===== config.mk =====
export PLATFORM = sky130hd
export DESIGN_NAME = curve_lut_ram
export DESIGN_NICKNAME = d
export VERILOG_FILES = /design/src/rtl/curve_lut_ram.sv
export SDC_FILE = /design/constraint.sdc
export NUM_CORES = 2
export LEC_CHECK = 0
export ABC_AREA = 1
export CAP_MARGIN = 10
export CORE_MARGIN = 10
export CORE_UTILIZATION = 25
export DETAILED_ROUTE_END_ITERATION = 10
export HOLD_SLACK_MARGIN = 0.02
export SYNTH_ARGS = -nofsm -noshare
export SYNTH_HDL_FRONTEND = slang
export SYNTH_SLANG_ARGS = --single-unit

===== constraint.sdc =====
create_clock -name clk -period 2.55 [get_ports clk]
set_clock_uncertainty 0.2 [all_clocks]
set_input_delay 0.51 -clock clk [delete_from_list [all_inputs] [get_ports clk]]
set_output_delay 0.51 -clock clk [all_outputs]
set_load 0.01 [all_outputs]

===== src/rtl/curve_lut_ram.sv =====
// curve_lut_ram: double-banked, runtime-programmable DW -> DW luminance curve.
// The video path reads the active bank while the host fills the shadow bank.
// A committed curve goes live at the next frame start (rising vsync), so a
// frame is never mapped by a half-written curve. Sync/enable and data share
// a fixed 2-cycle pipeline.
// Optional feature macro: CURVE_LUT_IDENTITY_INIT_EN -- after reset an INIT
// state writes entry[i] = i into both banks, one address per cycle.
//
// Host write port: lut_wr_en is a fire-and-forget strobe (one entry per cycle,
// no ready). Every strobe outside INIT is accepted into the shadow bank; lut_busy
// is status only and never back-pressures the host.
module curve_lut_ram #(
    parameter int DW = 8
) (
    input  logic          clk,
    input  logic          rst,
    input  logic          lut_wr_en,
    input  logic [DW-1:0] lut_wr_addr,
    input  logic [DW-1:0] lut_wr_data,
    input  logic          lut_commit,
    output logic          lut_busy,
    output logic          active_bank,
    input  logic          per_frame_vsync,
    input  logic          per_frame_href,
    input  logic          per_frame_clken,
    input  logic [DW-1:0] per_img_Y,
    output logic          post_frame_vsync,
    output logic          post_frame_href,
    output logic          post_frame_clken,
    output logic [DW-1:0] post_img_Y,
    output logic [1:0]    dbg_state
);

    localparam int DEPTH = 1 << DW;

    typedef enum logic [1:0] {
        ST_INIT    = 2'd0,
        ST_IDLE    = 2'd1,
        ST_PENDING = 2'd2
    } state_t;

`ifdef CURVE_LUT_IDENTITY_INIT_EN
    localparam state_t RESET_STATE = ST_INIT;
`else
    localparam state_t RESET_STATE = ST_IDLE;
`endif

    state_t        state_q, state_d;
    logic          vsync_q, vsync_d;
    logic          active_bank_q, active_bank_d;
    logic          lut_valid_q, lut_valid_d;
    logic          fs;
    logic          swap;
    logic          init_wr;
    logic          init_done;

    // stage 1 (address register) and stage 2 (output register)
    logic          vs_s1_q, vs_s1_d;
    logic          hr_s1_q, hr_s1_d;
    logic          ck_s1_q, ck_s1_d;
    logic [DW-1:0] y_s1_q, y_s1_d;
    logic          sel_s1_q, sel_s1_d;
    logic          val_s1_q, val_s1_d;
    logic          vs_s2_q, vs_s2_d;
    logic          hr_s2_q, hr_s2_d;
    logic          ck_s2_q, ck_s2_d;
    logic [DW-1:0] y_s2_q, y_s2_d;
    logic [DW-1:0] rd_data;

    // table write port shared by host and INIT
    logic          wr0_en, wr1_en;
    logic [DW-1:0] wr_addr, wr_data;
    logic [DW-1:0] mem0_q [DEPTH];
    logic [DW-1:0] mem1_q [DEPTH];

`ifdef CURVE_LUT_IDENTITY_INIT_EN
    logic [DW-1:0] init_cnt_q, init_cnt_d;

    // INIT address counter: walks every entry once, then stops
    always_comb begin
        init_cnt_d = init_cnt_q;
        if (state_q == ST_INIT) begin
            init_cnt_d = init_cnt_q + 1'b1;
        end
    end

    // INIT address counter register; restarts from entry 0 on every reset
    always_ff @(posedge clk) begin
        if (rst) begin
            init_cnt_q <= '0;
        end else begin
            init_cnt_q <= init_cnt_d;
        end
    end

    assign init_done = (state_q == ST_INIT) && (init_cnt_q == {DW{1'b1}});
`else
    assign init_done = 1'b0;
`endif

    assign fs = per_frame_vsync & ~vsync_q;

    // FSM state register
    always_ff @(posedge clk) begin
        if (rst) begin
            state_q <= RESET_STATE;
        end else begin
            state_q <= state_d;
        end
    end

    // FSM next state: commit arms PENDING unless it coincides with a frame start
    always_comb begin
        state_d = state_q;
        case (state_q)
            ST_INIT:    if (init_done) state_d = ST_IDLE;
            ST_IDLE:    if (lut_commit && !fs) state_d = ST_PENDING;
            ST_PENDING: if (fs) state_d = ST_IDLE;
            default:    state_d = ST_IDLE;
        endcase
    end

    // FSM outputs: busy flag, bank swap strobe, INIT write enable
    always_comb begin
        lut_busy = 1'b0;
        swap     = 1'b0;
        init_wr  = 1'b0;
        case (state_q)
            ST_INIT: begin
                lut_busy = 1'b1;
                init_wr  = 1'b1;
            end
            ST_IDLE:    swap = lut_commit & fs;
            ST_PENDING: begin
                lut_busy = 1'b1;
                swap     = fs;
            end
            default: ;
        endcase
    end

    // Bank/valid update and write-port steering (host targets the pre-swap shadow)
    always_comb begin
        vsync_d       = per_frame_vsync;
        active_bank_d = active_bank_q ^ swap;
        lut_valid_d   = lut_valid_q | swap | init_done;
        wr_data       = lut_wr_data;
        wr_addr       = lut_wr_addr;
        wr0_en        = 1'b0;
        wr1_en        = 1'b0;
        if (!rst) begin
            if (init_wr) begin
`ifdef CURVE_LUT_IDENTITY_INIT_EN
                wr_addr = init_cnt_q;
                wr_data = init_cnt_q;
`endif
                wr0_en  = 1'b1;
                wr1_en  = 1'b1;
            end else if (lut_wr_en) begin
                wr0_en  = active_bank_q;
                wr1_en  = ~active_bank_q;
            end
        end
    end

    // Control registers: previous vsync, active bank, curve-valid flag
    always_ff @(posedge clk) begin
        if (rst) begin
            vsync_q       <= 1'b0;
            active_bank_q <= 1'b0;
            lut_valid_q   <= 1'b0;
        end else begin
            vsync_q       <= vsync_d;
            active_bank_q <= active_bank_d;
            lut_valid_q   <= lut_valid_d;
        end
    end

    // Table storage; not reset, contents persist until overwritten
    always_ff @(posedge clk) begin
        if (wr0_en) mem0_q[wr_addr] <= wr_data;
        if (wr1_en) mem1_q[wr_addr] <= wr_data;
    end

    // Pipeline next values: stage 1 samples the post-swap bank, stage 2 maps and gates
    always_comb begin
        vs_s1_d  = per_frame_vsync;
        hr_s1_d  = per_frame_href;
        ck_s1_d  = per_frame_clken;
        y_s1_d   = per_img_Y;
        sel_s1_d = active_bank_d;
        val_s1_d = lut_valid_d;
        rd_data  = sel_s1_q ? mem1_q[y_s1_q] : mem0_q[y_s1_q];
        vs_s2_d  = vs_s1_q;
        hr_s2_d  = hr_s1_q;
        ck_s2_d  = ck_s1_q;
        y_s2_d   = '0;
        if (ck_s1_q) begin
            y_s2_d = val_s1_q ? rd_data : y_s1_q;
        end
    end

    // Pipeline registers; reset flushes both stages to zero
    always_ff @(posedge clk) begin
        if (rst) begin
            vs_s1_q  <= 1'b0;
            hr_s1_q  <= 1'b0;
            ck_s1_q  <= 1'b0;
            y_s1_q   <= '0;
            sel_s1_q <= 1'b0;
            val_s1_q <= 1'b0;
            vs_s2_q  <= 1'b0;
            hr_s2_q  <= 1'b0;
            ck_s2_q  <= 1'b0;
            y_s2_q   <= '0;
        end else begin
            vs_s1_q  <= vs_s1_d;
            hr_s1_q  <= hr_s1_d;
            ck_s1_q  <= ck_s1_d;
            y_s1_q   <= y_s1_d;
            sel_s1_q <= sel_s1_d;
            val_s1_q <= val_s1_d;
            vs_s2_q  <= vs_s2_d;
            hr_s2_q  <= hr_s2_d;
            ck_s2_q  <= ck_s2_d;
            y_s2_q   <= y_s2_d;
        end
    end

    assign active_bank      = active_bank_q;
    assign post_frame_vsync = vs_s2_q;
    assign post_frame_href  = hr_s2_q;
    assign post_frame_clken = ck_s2_q;
    assign post_img_Y       = y_s2_q;
    assign dbg_state        = state_q;

endmodule


==> metrics.cfg <==
[critical_path]
crit_start = y_s1_q[0]
max_stage_delay_ps = 370
worst_setup_path_end_kind = flop
cp_max_fo = 13
cpMostUsedCell = nand3_1
cp-start-kind = flop
crit_slowest_cell = dfxtp_4
crit_chain = buf_12, buf_12, inv_16, buf_16, buf_4, nand2_1, nand3_1, nand3_1, nand3_1, nand3_1, nand3_2, nand3_4, nand3_1, nand3_2, nand3_2, nand2_1, inv_1
worst_ep_arrival_time_ps = 3540
required_ps = 3200
reg2reg_from = y_s1_q[0]
crit_type = flop to flop

[sta]
rsz0062_at_grt = yes
fin_ws_ps = -335
max_slew_margin = 0.211
min_period_ps = 2890
clock.fmax_mhz = 347
tns_ps = -2480
holdWs_ps = 71.4
worstMarginPinSlew_ps = 1180
drv_slew = 0
hold_viol_final = 0
fin_crit_sh = 1.13
finalSetupViolCount = 8

[cells_and_area]
syn_to_final_growth_pct = 25.1
drive_gt1_frac = 0.183
utilization = 0.313
design_area_sq_mm = 0.210
finish.net_count = 15300
final_common_cell = nand2_1
mostFrequentLayoutCells = nand2_1, edfxtp_1, nand3_1, buf_4, nor3_1

[routing]
first_pass_iters = 6
ant_nets = 0
drtIter0Drc = 14700
drc_errors = 0
vias_per_cell = 4.81
wl_per_cell_microns = 21.7
via_count = 118000
wirelength_microns = 534000

[floorplan]
die_area_sq_mm = 0.706
ios = 46
die_w_microns = 841
chipHeight_microns = 841
core-area_sq_mm = 0.671
start_util = 0.251
num_rows = 301

[global_routing]
grt_pass1_wl_microns = 772000
grt_overflow = 0
grt_antenna_before_repair = 23
grt.total_usage = 0.144
grt_pass1_vias = 113000
grt_max_degree = 95

[clocking]
cts_tree = yes
numCtsBuffers = 420
clk_pin_slew_ps = 60
cts_max_level = 5
cts_num_sinks = 4122
clk_latency_ps = 1020
clock_path_buffers = 4
cts-root-buf = clkbuf_16

[placement]
placed_area_sq_mm = 0.191
dp_hpwl_microns = 331000
routabilityCongestion = 0.881
io_buffers = 45
pre_cts_ws_ps = -959

[job]
drv_cap = 0

[synth]
post-synth-top-area-cell = edfxtp_1
netlist_instances = 14100
synth.distinct_cells = 26
synth.area.top_cells = edfxtp_1, nand3_1, nand2_1
syn-num-nets = 14100
synthesis.area_sq_mm = 0.168
ys_warn_count = 0
avgSynthCellArea_sq_um = 12.0
ys_ff_latch = 4122
ys_seq_area_frac = 0.734
yosysTopAreaCellShare = 0.731

[power_and_ir_drop]
p_leak_nw = 74.0
ir_drop_mv = 0.639
power_density_mw_per_mm2 = 706

[status]
status = finished with violations
violations = negative setup slack

[hold_path]
min_path_type = input pin to flop
min_from = per_img_Y[0]

==> routing by layer <==
layer | vias to the layer above | wire length [microns] | GRT usage
met5 | - | 0 | 0
met4 | 0 | 19500 | 0.0478
met3 | 932 | 55300 | 0.0294
met2 | 5860 | 241000 | 0.226
met1 | 58300 | 218000 | 0.198
li1 | 53000 | - | -
==> layout make-up <==
class                   count  area (sq um)
fillers                 66300        461000
flip-flops and latches   4122        124000
multi-input cells        8833         41800
repair buffers           1831         20200
well taps                8938         11200
clock buffers             529         11100
clock inverters           244          2260
inverters                  48           263
diodes                     20          50.0
repair inverters            3          45.0
==> kinds of logic (layout without fill, tap and decap cells) <==
logic type	after synthesis	count (layout)	share of synthesized area
simple gates	8806	8806	0.230
flops	4122	4122	0.734
fa+ha+maj	3	3	0.000223
compound gates	24	24	0.000751
other cells	0	20	0
buf+inv	1107	2655	0.0349
==> stage by stage <==
stage / instances / total power (W)
2_1_floorplan: 14100 / 0.0816
3_3_place_gp: 23600 / 0.0881
3_5_place_dp: 23600 / 0.0882
4_1_cts: 24500 / 0.149
5_1_grt: 24600 / 0.153
6_report: 24600 / 0.149
==> registers in the layout, indices dropped and copies added (netlist names), 2 cells and up <==
register	count
y_s1_q	8
dbg_state	2
mem1_q	2048
mem0_q	2048
post_img_Y	8
==> what timing repair did <==
| item | CTS | global route |
|---|---|---|
| hold endpoints to repair | 1590 | 0 |
| setup endpoints to repair | 39 | 147 |
| cloned | 46 | 10 |
| resized for setup | 589 | 196 |
| pin swaps | 108 | 42 |
| buffers inserted | 61 | 8 |
| hold buffers | 18 | 0 |
==> final timing paths <==
path                            slack [ps]         endpoint  cells past startpoint
worst max register to register        -340    post_img_Y[4]                     17
worst max-delay path                  -340    post_img_Y[4]                     17
worst min register to register         210  post_frame_href                      2
worst min-delay path                    70        y_s1_q[0]                      4
==> critical path: cells and delay by family (launching register included) <==
family,cells,cell delay [ps]
and+or+nand+nor,11,1420
DFF,1,370
buffers and inverters,6,740
==> report_power, final <==
group          leakage (nW)  total [W]  internal [W]  switching [W]
Sequential             37.0     0.0747        0.0746       0.000142
Clock                  6.48     0.0603        0.0338         0.0265
Combinational          30.5     0.0137       0.00447        0.00923
==> synth_stat cells <==
cell	instances
buf_6	31
nor3_1	512
inv_4	2
a21oi_1	11
a21o_1	1
nand2_1	4222
or2_2	1
o21ai_0	2
clkinv_1	3
inv_2	1
clkinv_2	1
edfxtp_1	4096
nor2_1	29
buf_4	245
buf_12	1
ha_1	3
buf_2	423
dfxtp_1	26
nand3_1	4040
o21ai_1	9
clkbuf_1	248
a221oi_1	1
buf_8	1
buf_1	110
inv_1	41
nand3b_1	2
No activity file was read; power rests on OpenSTA's default activity.
